===== src/rtl/tiny45_sequencer.sv =====
`default_nettype none
// ============================================================================
//  Module      : tiny45_sequencer
//  Description : Cycle sequencer for the nibble-serial tiny45 core. Latches
//                instructions, runs 8-cycle nibble passes, stalls on load and
//                store handshakes and owns the program counter.
//  Revision    : 1.0 - initial release
// ============================================================================
module tiny45_sequencer #(
  parameter logic [31:0] RESET_PC = 32'h0000_0000
) (
  input  logic        clk,
  input  logic        rstn,
  input  logic [31:0] i_instr_in,
  input  logic        i_instr_valid,
  output logic        o_instr_ready,
  output logic [31:0] o_instr,
  input  logic        i_is_load,
  input  logic        i_is_store,
  input  logic [1:0]  i_instr_len,
  input  logic        i_branch,
  input  logic [3:0]  i_addr_nibble,
  input  logic        i_load_data_ready,
  input  logic        i_mem_ack,
  output logic [2:0]  o_counter,
  output logic        o_core_en,
  output logic        o_wb_pass,
  output logic [31:0] o_pc,
  output logic [3:0]  o_pc_nibble,
  output logic [3:0]  o_next_pc_nibble,
  output logic [31:0] o_mem_addr,
  output logic        o_mem_read,
  output logic        o_mem_write,
  output logic        o_retire,
  output logic        o_flush
);

  typedef enum logic [2:0] {
    S_IDLE       = 3'd0,
    S_EXEC       = 3'd1,
    S_LOAD_WAIT  = 3'd2,
    S_WB         = 3'd3,
    S_STORE_WAIT = 3'd4
  } state_t;

  state_t      r_state;
  state_t      w_state_nxt;

  logic [2:0]  r_counter;
  logic [31:0] r_instr;
  logic [31:0] r_pc;
  logic [31:0] r_mem_addr;
  // Only nibbles 0..6 need storage; nibble 7 arrives live on the last cycle.
  logic [27:0] r_target;
  logic        r_retire;
  logic        r_flush;

  logic [31:0] w_pc_inc;
  logic [31:0] w_full_target;
  logic        w_last;
  logic        w_in_exec;
  logic        w_accept;
  logic        w_cnt_clr;
  logic        w_retire_nxt;
  logic        w_flush_nxt;
  logic        w_pc_step;
  logic        w_pc_jump;
  logic        w_addr_load;

  assign w_pc_inc      = r_pc + {29'd0, i_instr_len, 1'b0};
  assign w_full_target = {i_addr_nibble, r_target};
  assign w_last        = (r_counter == 3'd7);
  assign w_in_exec     = (r_state == S_EXEC);

  // State register
  always_ff @(posedge clk) begin
    if (!rstn) r_state <= S_IDLE;
    else       r_state <= w_state_nxt;
  end

  // Next-state decode and per-state control/outputs
  always_comb begin
    w_state_nxt   = r_state;
    w_accept      = 1'b0;
    w_cnt_clr     = 1'b0;
    w_retire_nxt  = 1'b0;
    w_flush_nxt   = 1'b0;
    w_pc_step     = 1'b0;
    w_pc_jump     = 1'b0;
    w_addr_load   = 1'b0;
    o_instr_ready = 1'b0;
    o_core_en     = 1'b0;
    o_wb_pass     = 1'b0;
    o_mem_read    = 1'b0;
    o_mem_write   = 1'b0;
    case (r_state)
      S_IDLE: begin
        o_instr_ready = 1'b1;
        if (i_instr_valid) begin
          w_accept    = 1'b1;
          w_state_nxt = S_EXEC;
        end
      end
      S_EXEC: begin
        o_core_en = 1'b1;
        if (w_last) begin
          // Load takes priority over store; branch is only honoured for ALU ops.
          if (i_is_load) begin
            w_addr_load = 1'b1;
            w_state_nxt = S_LOAD_WAIT;
          end else if (i_is_store) begin
            w_addr_load = 1'b1;
            w_state_nxt = S_STORE_WAIT;
          end else begin
            w_retire_nxt = 1'b1;
            w_flush_nxt  = i_branch;
            w_pc_jump    = i_branch;
            w_pc_step    = ~i_branch;
            w_state_nxt  = S_IDLE;
          end
        end
      end
      S_LOAD_WAIT: begin
        o_mem_read = 1'b1;
        if (i_load_data_ready) begin
          w_cnt_clr   = 1'b1;
          w_state_nxt = S_WB;
        end
      end
      S_WB: begin
        o_core_en = 1'b1;
        o_wb_pass = 1'b1;
        if (w_last) begin
          w_pc_step    = 1'b1;
          w_retire_nxt = 1'b1;
          w_state_nxt  = S_IDLE;
        end
      end
      S_STORE_WAIT: begin
        o_mem_write = 1'b1;
        if (i_mem_ack) begin
          w_pc_step    = 1'b1;
          w_retire_nxt = 1'b1;
          w_state_nxt  = S_IDLE;
        end
      end
      default: w_state_nxt = S_IDLE;
    endcase
  end

  // Datapath registers: instruction latch, nibble counter, target, PC, address
  always_ff @(posedge clk) begin
    if (!rstn) begin
      r_counter  <= 3'd0;
      r_instr    <= 32'd0;
      r_pc       <= RESET_PC;
      r_mem_addr <= 32'd0;
      r_target   <= 28'd0;
      r_retire   <= 1'b0;
      r_flush    <= 1'b0;
    end else begin
      r_retire <= w_retire_nxt;
      r_flush  <= w_flush_nxt;
      if (w_accept) r_instr <= i_instr_in;
      if (w_accept || w_cnt_clr) r_counter <= 3'd0;
      else if (o_core_en)        r_counter <= r_counter + 3'd1;
      // Nibbles arrive LSB first, so shifting in from the top leaves
      // nibble k at bits [4k+3:4k] after seven shifts.
      if (w_in_exec && !w_last) r_target <= {i_addr_nibble, r_target[27:4]};
      if (w_addr_load) r_mem_addr <= w_full_target;
      if (w_pc_jump)      r_pc <= w_full_target;
      else if (w_pc_step) r_pc <= w_pc_inc;
    end
  end

  assign o_counter        = r_counter;
  assign o_instr          = r_instr;
  assign o_pc             = r_pc;
  assign o_mem_addr       = r_mem_addr;
  assign o_retire         = r_retire;
  assign o_flush          = r_flush;
  assign o_pc_nibble      = r_pc[{r_counter, 2'b00} +: 4];
  assign o_next_pc_nibble = w_pc_inc[{r_counter, 2'b00} +: 4];

endmodule
`default_nettype wire


===== config.mk =====
export PLATFORM = sky130hd
export DESIGN_NAME = tiny45_sequencer
export DESIGN_NICKNAME = d
export VERILOG_FILES = /design/src/rtl/tiny45_sequencer.sv
export SDC_FILE = /design/constraint.sdc
export NUM_CORES = 1
export LEC_CHECK = 0
export ABC_AREA = 1
export CORE_MARGIN = 2
export CORE_UTILIZATION = 57
export CTS_CLUSTER_SIZE = 12
export DETAILED_ROUTE_END_ITERATION = 8
export DONT_BUFFER_PORTS = 1
export PLACE_DENSITY = 0.79
export SLEW_MARGIN = 10
export SYNTH_ARGS = -nofsm -noshare
export SYNTH_HDL_FRONTEND = slang
export SYNTH_SLANG_ARGS = --single-unit
export TNS_END_PERCENT = 1

===== constraint.sdc =====
create_clock -name clk -period 1.7 [get_ports clk]
set_input_delay 0.085 -clock clk [delete_from_list [all_inputs] [get_ports clk]]
set_output_delay 0.085 -clock clk [all_outputs]
set_load 0.01 [all_outputs]

; Word level (Yosys, flattened, before mapping)
; Index checks and enable logic that the tools add are counted.
[classes]
n_addsub = 2
n_eq_ne = 10
shifts = 2
mux = 37
bitwise_logic = 2
reduce_logical = 8
[op_table]
columns = op, count
row1 = $mux W32, 2
row2 = $shiftx A32 B6 Y4, 2
row3 = $add A32 B3 Y32, 1
row4 = $mux W1, 25
row5 = $mux W3, 7
row6 = $pmux W3 S5, 1
row7 = $ne A2 B2 Y1 const B, 5
row8 = $eq A3 B2 Y1 const B, 2
row9 = $eq A3 B3 Y1 const B, 2
row10 = $pmux W1 S3, 2
row11 = $reduce_and A5 Y1, 1
row12 = $reduce_or A2 Y1, 2
row13 = $add A3 B1 Y3 const B, 1
row14 = $eq A3 B1 Y1 const B, 1
row15 = $logic_not A3 Y1, 1
row16 = $not A1 Y1, 2
row17 = $reduce_bool A2 Y1, 1
row18 = $logic_and A1 B1 Y1, 1
row19 = $logic_not A1 Y1, 1
row20 = $logic_or A1 B1 Y1, 1
[totals]
regBits = 132
output_inout_bits = 114
word_cells = 69

; Depth between registers and ports, before layout
; Gate-level depths: netlist of the first run.
[logic_depth]
ltp_word = 7
mapped_depth = 13
ltp_nobuf = 13

; Least setup slack after synthesis of the first run
; Ideal clock, no wire load.
[synth_path]
path_kind = flip-flop to output port
startpoint = reg r_pc[1] (netlist: o_pc[1])
endpoint = out o_next_pc_nibble[1]
arrival_time_ps = 1833
t_required_ps = 1615
path_slack_ps = -218
stages_incl_launch_ff = 11
path_cell_list = dfxtp_1 > ha_1 > fa_1 > nand2_1 > nor2_4 > nand2_1 > xor2_1 > o21ai_0 > o21ai_0 > nand2_1 > nand2_1
[synth_via]
elab_chain_len = 2
[synth_rtl]
columns = element, line_no
row1 = "start, declared", 51  ; logic [31:0] r_pc;
row2 = "start signal, assigned", 171  ; if (w_pc_jump) r_pc <= w_full_target;
row3 = "start signal, assigned", 172  ; else if (w_pc_step) r_pc <= w_pc_inc;
row4 = $add A32 B3 Y32, 70  ; assign w_pc_inc = r_pc + {29'd0, i_instr_len, 1'b0};
row5 = $shiftx A32 B6 Y4, 183  ; assign o_next_pc_nibble = w_pc_inc[{r_counter, 2'b00} +: 4];
row6 = "end, declared", 30  ; output logic [3:0] o_next_pc_nibble,
; No other way between the ends.

; Worst setup path after layout of the first run
; Ends and elaborated chain as after synthesis.

==> metrics.txt, run 1 <==
status finished, violations left; violated checks negative hold slack, negative setup slack; worst path required time 1.62 ns; fin util 0.791; TritonCTS Sinks 132; final hold vios 1; Initial Utilization 0.588; min cycle time layout 2.46 ns; Final Max Slew Viols 0; post-synthesis cell area 6400 um^2; worst path cell trace ha_4 > fa_2 > nand2_2 > nor2_4 > inv_1 > nor2_2 > nand3b_1 > nand3_1 > nand3_1 > nand2_1 > nand2_1 > nand2_2; max layer used met4; hold-fix buffers at CTS 45; cell taking the most area after synthesis dfxtp_1; final setup fails 56; Routed Antenna Nets 0; total gr overflow 0; WS Path Type reg2out; vias 7,655; Antenna diodes 0; crit path DAT 2.38 ns; sw frac 0.307; main area contributors after synthesis dfxtp_1 (41%), nand2_1 (14%), a21oi_1 (7.4%), nor2_1 (7.3%), o21ai_0 (6.8%); peak supply drop 1250 uV; first-pass GRT wire length 34,700 um; Primary FF master, synth dfxtp_1; First-pass DRT Iterations 7; Slew headroom 0.548; EDFF count, synth 0; Tightest Pin Transition 0.678 ns; Post-Syn Instances 954; Root Driver clkbuf_8; design area 8610 um^2; nets@finish 1,142; core area 10,900 um^2; vias per inst 6.15; Routed WL 24,200 um; # DRC 0; Critical Path Max Stage Delay 0.35 ns; Yosys warning count 0; FF-to-FF path depth 11; total CTS buffers 17; DP Area 7370 um^2; detailed placement HPWL 14,000 um; row cnt 38; clock slew seen by the registers of the worst setup and hold paths 0.06 ns; area of the die 12,100 um^2; Worst setup SP type flip-flop; # IOs 160; met2 wire len 10,900 um; total chip power 0.00904 W; syn_nets 1,005; die outline width 110 um; sequential power share 0.407; crit-path max FO 5; f_max 406 MHz; vias in the first global route 6,885; largest net degree at the start of global routing 69; RSZ-0062 raised after global routing yes; layout cell share with drive strength beyond 1 0.197; H-Tree Depth 4; Critical Path Sink Type primary output; GRT Resource Usage Total 0.373; post-synthesis async set-or-reset flop share 0; Seq/Total Area, Yosys 0.413; Final period util 1.45; initial drt markers 1,057; Hold WS -0.0280 ns; number of synthesized register bits 132; post-synth top area share 0.413; WL met3 3140 um; Syn Area/Cell 6.71 um^2; initial antenna violation count 0; die height 110 um; Hold Path Depth 3; Distinct cells, synth 37; Post-Route M1 WL 8910 um; CP max-delay cell dfxtp_4; Worst Slack Setup Final -0.760 ns; Internal Dissipation 0.00626 W; Worst Hold Class in2reg; clock latency on the worst-skew pair 0.53 ns; port bufs 0; Gate power share 0.175; power density over cell area 1050 nW/um^2; switching power 0.00278 W; area grow syn2layout 34.5%; routability cong. 1.00; wire per inst 19.5 um; leakage 3.63 nW; Clock Skews 0.00742 ns; TritonCTS clock tree done; Clk network pwr share 0.418; Clock Tree Buf Depth 2; max-cap viol count 0
[power groups by stage]
stage | clock network [W] | registers [W] | logic [W]
finish | 0.00378 | 0.00368 | 0.00158
global route | 0.00391 | 0.00369 | 0.00168
CTS | 0.00375 | 0.00364 | 0.00142
detailed placement | 0 | 0.00370 | 0.00127
global placement | 0 | 0.00369 | 0.00124
floorplan | 0 | 0.00362 | 0.000905
[final timing paths]
| path | from | end | slack [ns] |
|---|---|---|---|
| worst min-delay path | i_instr_len[1] | o_pc[2] | -0.03 |
| worst min register to register | o_instr[9] | o_instr[9] | 0.51 |
| worst max-delay path | o_pc[1] | o_next_pc_nibble[1] | -0.76 |
| worst max register to register | o_pc[1] | o_pc[31] | -0.28 |
[repair_timing]
action	4_1_cts	5_1_grt
resized for setup	27	23
gates cloned	0	0
endpoints found under the setup margin	37	104
setup buffers	1	0
pin swaps	8	3
endpoints found under the hold margin	130	1
[stage by stage]
stage	cells	setup slack, ns	TNS (ns)	hold slack [ns]
after floorplan	954	-0.0670	-0.223	0.220
after global placement	1166	-0.150	-0.860	0.191
after detailed placement	1166	-0.205	-1.81	0.193
after CTS	1244	-0.690	-5.22	-0.0397
after global routing	1244	-0.875	-13.56	-0.0227
final	1244	-0.760	-8.74	-0.0280
[sequential cells by signal, indices dropped and copies added (netlist names)]
signal,count
o_pc,32
o_flush,1
o_retire,1
o_instr,32
o_counter,3
r_state,3
r_target,28
o_mem_addr,32
[cells in the mapped netlist, types with 6 or more instances]
cell and instances:
a31oi_1 17, o21ai_0 87, a21oi_1 95, nand2_1 243, nand3_1 80, clkbuf_1 36
nor2_1 125, dfxtp_1 132, inv_1 63, inv_2 6, xor2_1 9, a22oi_1 9
[worst max-delay path: cells and delay by family (launching register included)]
family | cells | cell delay, ns
buf+inv | 1 | 0.09
simple gates | 9 | 1.09
flops | 1 | 0.35
fa+ha+maj | 2 | 0.33
[cell type report]
| type | count | area [um^2] |
|---|---|---|
| multi-input combinational | 700 | 3440 |
| sequential | 132 | 2650 |
| inverter | 72 | 274 |
| clock inverter | 12 | 153 |
| fill | 716 | 2280 |
| tap | 140 | 175 |
| timing repair buffer | 168 | 1460 |
| clock buffer | 20 | 455 |
[cells by family after synthesis]
| family | count (synthesis) | share of synthesized area |
|---|---|---|
| adders and majority gates | 5 | 0.0110 |
| xor gates and xnor gates | 9 | 0.0123 |
| and+or+nand+nor | 464 | 0.302 |
| DFF | 132 | 0.413 |
| buffers and inverters | 122 | 0.0765 |
| AOI/OAI and AO/OA | 222 | 0.185 |
[metal layers]
| metal | global-route usage | vias up |
|---|---|---|
| met5 | 0 | - |
| met3 | 0.104 | 142 |
| met2 | 0.578 | 631 |
| li1 | - | 3413 |
| met4 | 0.174 | 0 |
| met1 | 0.481 | 3469 |
[cells in the final DEF (no fill, tap or decap), types with 9 or more instances in the layout]
| cell | n |
|---|---|
| a31oi_1 | 17 |
| nor2_1 | 117 |
| clkbuf_16 | 16 |
| dlygate4sd3_1 | 43 |
| o21ai_0 | 82 |
| nand3_1 | 78 |
| dfxtp_1 | 126 |
| buf_4 | 115 |
| nand2_1 | 232 |
| a22oi_1 | 9 |
| a21oi_1 | 91 |
| nand2_2 | 10 |
| inv_1 | 61 |
Power figures use the tool's default switching activity.
==> run 2: changes to the inputs <==
--- a/config.mk
+++ b/config.mk
@@ -6,12 +6,14 @@
 export NUM_CORES = 1
 export LEC_CHECK = 0
 export ABC_AREA = 1
+export CAP_MARGIN = 20
 export CORE_MARGIN = 2
-export CORE_UTILIZATION = 57
+export CORE_UTILIZATION = 60
+export CTS_BUF_LIST = sky130_fd_sc_hd__clkbuf_4 sky130_fd_sc_hd__clkbuf_8
 export CTS_CLUSTER_SIZE = 12
 export DETAILED_ROUTE_END_ITERATION = 8
 export DONT_BUFFER_PORTS = 1
-export PLACE_DENSITY = 0.79
+export PLACE_DENSITY = 0.83
 export SLEW_MARGIN = 10
 export SYNTH_ARGS = -nofsm -noshare
 export SYNTH_HDL_FRONTEND = slang
==> metrics.txt, run 2 (synthesis gave the netlist of run 1 again) <==
peak supply drop 769 uV (-39%); Clock Skews 0.0103 ns (+0.00287 ns); Critical Path Sink Type primary output; RSZ-0062 raised after global routing yes; Hold Path Depth 3 (unchanged); leakage 3.54 nW (-2.5%); Final Max Slew Viols 0 (unchanged); Worst path top cell family by delay simple AND/OR/NAND/NOR gates; Routed Antenna Nets 0 (unchanged); H-Tree Depth 4 (unchanged); GRT Resource Usage Total 0.395 (+0.0224); final hold vios 0 (-1); Antenna diodes 0 (unchanged); status finished, violations left; nets@finish 1,140 (-0.18%); Crit Reg-Reg Startpoint o_pc[1]; DP Area 7370 um^2 (unchanged); initial drt markers 1,162 (+9.9%); detailed placement HPWL 14,400 um (+2.4%); # DRC 0 (unchanged); die outline width 107 um (-2.4%); vias in the first global route 7,066 (+2.6%); reg-to-reg slack, setup -0.22 ns (+0.06 ns); TritonCTS clock tree done; WS Path Type reg2out; Routed WL 23,600 um (-2.7%); First-pass DRT Iterations 6 (-1); largest net degree at the start of global routing 69 (unchanged); # IOs 160 (unchanged); Worst Hold Class in2reg; core area 10,300 um^2 (-5.2%); Hold WS 0.00643 ns (+0.0344 ns); area of the die 11,500 um^2 (-4.8%); design area 8410 um^2 (-2.2%); hold wc startpoint i_instr_valid; crit path DAT 2.33 ns (-0.05 ns); Hold EP r_state[1]; total gr overflow 0 (unchanged); die height 107 um (-2.4%); FF-to-FF End o_pc[17]; Tightest Pin Transition 1.19 ns (+0.510 ns); vias 7,715 (+0.78%); clock latency on the worst-skew pair 0.45 ns (-0.08 ns); first-pass GRT wire length 35,600 um (+2.7%); wire per inst 19.1 um (-2.2%); max-cap viol count 0 (unchanged); f_max 414 MHz (+1.8%); initial antenna violation count 0 (unchanged); Final Non-Filler Cells 1,238 (-0.48%); total CTS buffers 17 (unchanged); Crit path top cell by count nand3_1; row cnt 37 (-2.6%); Slew headroom 0.206 (-0.342); Critical Path Max Stage Delay 0.36 ns (about the same); post-CTS setup buffer count 0 (-1); routability cong. 1.02 (+1.7%); commonest non-fill, non-tap cells in the layout nand2_1 (232), dfxtp_1 (124), nor2_1 (117), buf_4 (111), a21oi_1 (91); clock slew seen by the registers of the worst setup and hold paths 0.08 ns (+0.02 ns); Worst Slack Setup Final -0.717 ns (+0.0428 ns); vias per inst 6.23 (+1.3%); Inst Count DP 1,161 (-0.43%); Final period util 1.42 (-0.0252); Clock Tree Buf Depth 2 (unchanged); layout cell share with drive strength beyond 1 0.198 (+0.00126); TritonCTS Sinks 132 (unchanged); power density over cell area 944 nW/um^2 (-10%); Initial Utilization 0.620 (+0.0321); crit-path max FO 5 (unchanged); CP max-delay cell dfxtp_4; min cycle time layout 2.42 ns (-0.0428 ns); Worst Path Buf+Inv 0 (-1); Worst setup SP type flip-flop; port bufs 0 (unchanged); area grow syn2layout 31.5%; worst path required time 1.62 ns (about the same); FF-to-FF path depth 12 (+1); worst path cell trace ha_4 > fa_2 > nand2_2 > nor2_4 > nand2_4 > nor2_4 > nand3_1 > nand3_1 > nand3_1 > nand2_1 > nand2_1 > nand2_2; violated checks negative setup slack; Root Driver clkbuf_8; final setup fails 31 (-45%); commonest non-fill, non-tap cell in the layout nand2_1
run 2: cell count changes in the layout (fill, tap and decap cells not counted), sizes merged:
| cell | change |
|---|---|
| inv | +2 |
| buf | -3 |
| clkinvlp | -3 |
| clkbuf | -1 |
| bufinv | -1 |
| clkinv | +3 |
| dlygate4sd3 | +1 |
run 2: power breakdown:
| group | internal, W | switching [W] |
|---|---|---|
| Sequential | 0.00336 | 0.000318 |
| Clock | 0.00140 | 0.00134 |
| Combinational | 0.000541 | 0.000981 |
| Total | 0.00530 | 0.00264 |
run 2: worst max-delay path by stage:
stage	slack, ns	depth (start not counted)	from	end
floorplan	-0.07	11	o_pc[1]	o_next_pc_nibble[1]
global route	-0.81	10	o_pc[11]	o_next_pc_nibble[1]
global placement	-0.13	11	o_pc[1]	o_next_pc_nibble[3]
CTS	-0.62	11	o_pc[1]	o_next_pc_nibble[1]
detailed placement	-0.19	11	o_pc[1]	o_next_pc_nibble[3]
finish	-0.72	12	o_pc[1]	o_next_pc_nibble[1]
run 2: layout make-up:
cell class	count	area [um^2]
multi-input cells	700	3440
flip-flops and latches	132	2660
fillers	631	1910
repair buffers	166	1470
inverters	72	277
clock buffers	19	262
well taps	136	170
clock inverters	13	148
run 2: per-layer routing:
layer / wire, um / vias to the layer above / global-route usage
met5: 0 / - / 0
met4: 1560 / 0 / 0.190
met3: 2920 / 187 / 0.100
met2: 10600 / 667 / 0.627
met1: 8500 / 3454 / 0.503
li1: - / 3407 / -
run 2: tightest hold or removal path, cell delays in order:
cell,delay [ns]
nor3_1,0.05
nor2_2,0.18
a211oi_2,0.10
run 2: timing repair:
item | CTS | global route
endpoints found under the setup margin | 76 | 95
hold endpoints to repair | 121 | 0
hold buffers | 45 | 0
pin swaps | 8 | 3
resized for setup | 30 | 27
run 2: metrics by stage:
stage	power [W]	worst slack [ns]	TNS [ns]	util
finish	0.00794	-0.717	-6.02	0.815
global route	0.00819	-0.805	-10.15	0.815
detailed placement	0.00496	-0.188	-2.84	0.713
CTS	0.00773	-0.619	-4.20	0.807
floorplan	0.00453	-0.0670	-0.223	-
global placement	0.00491	-0.133	-1.14	0.713
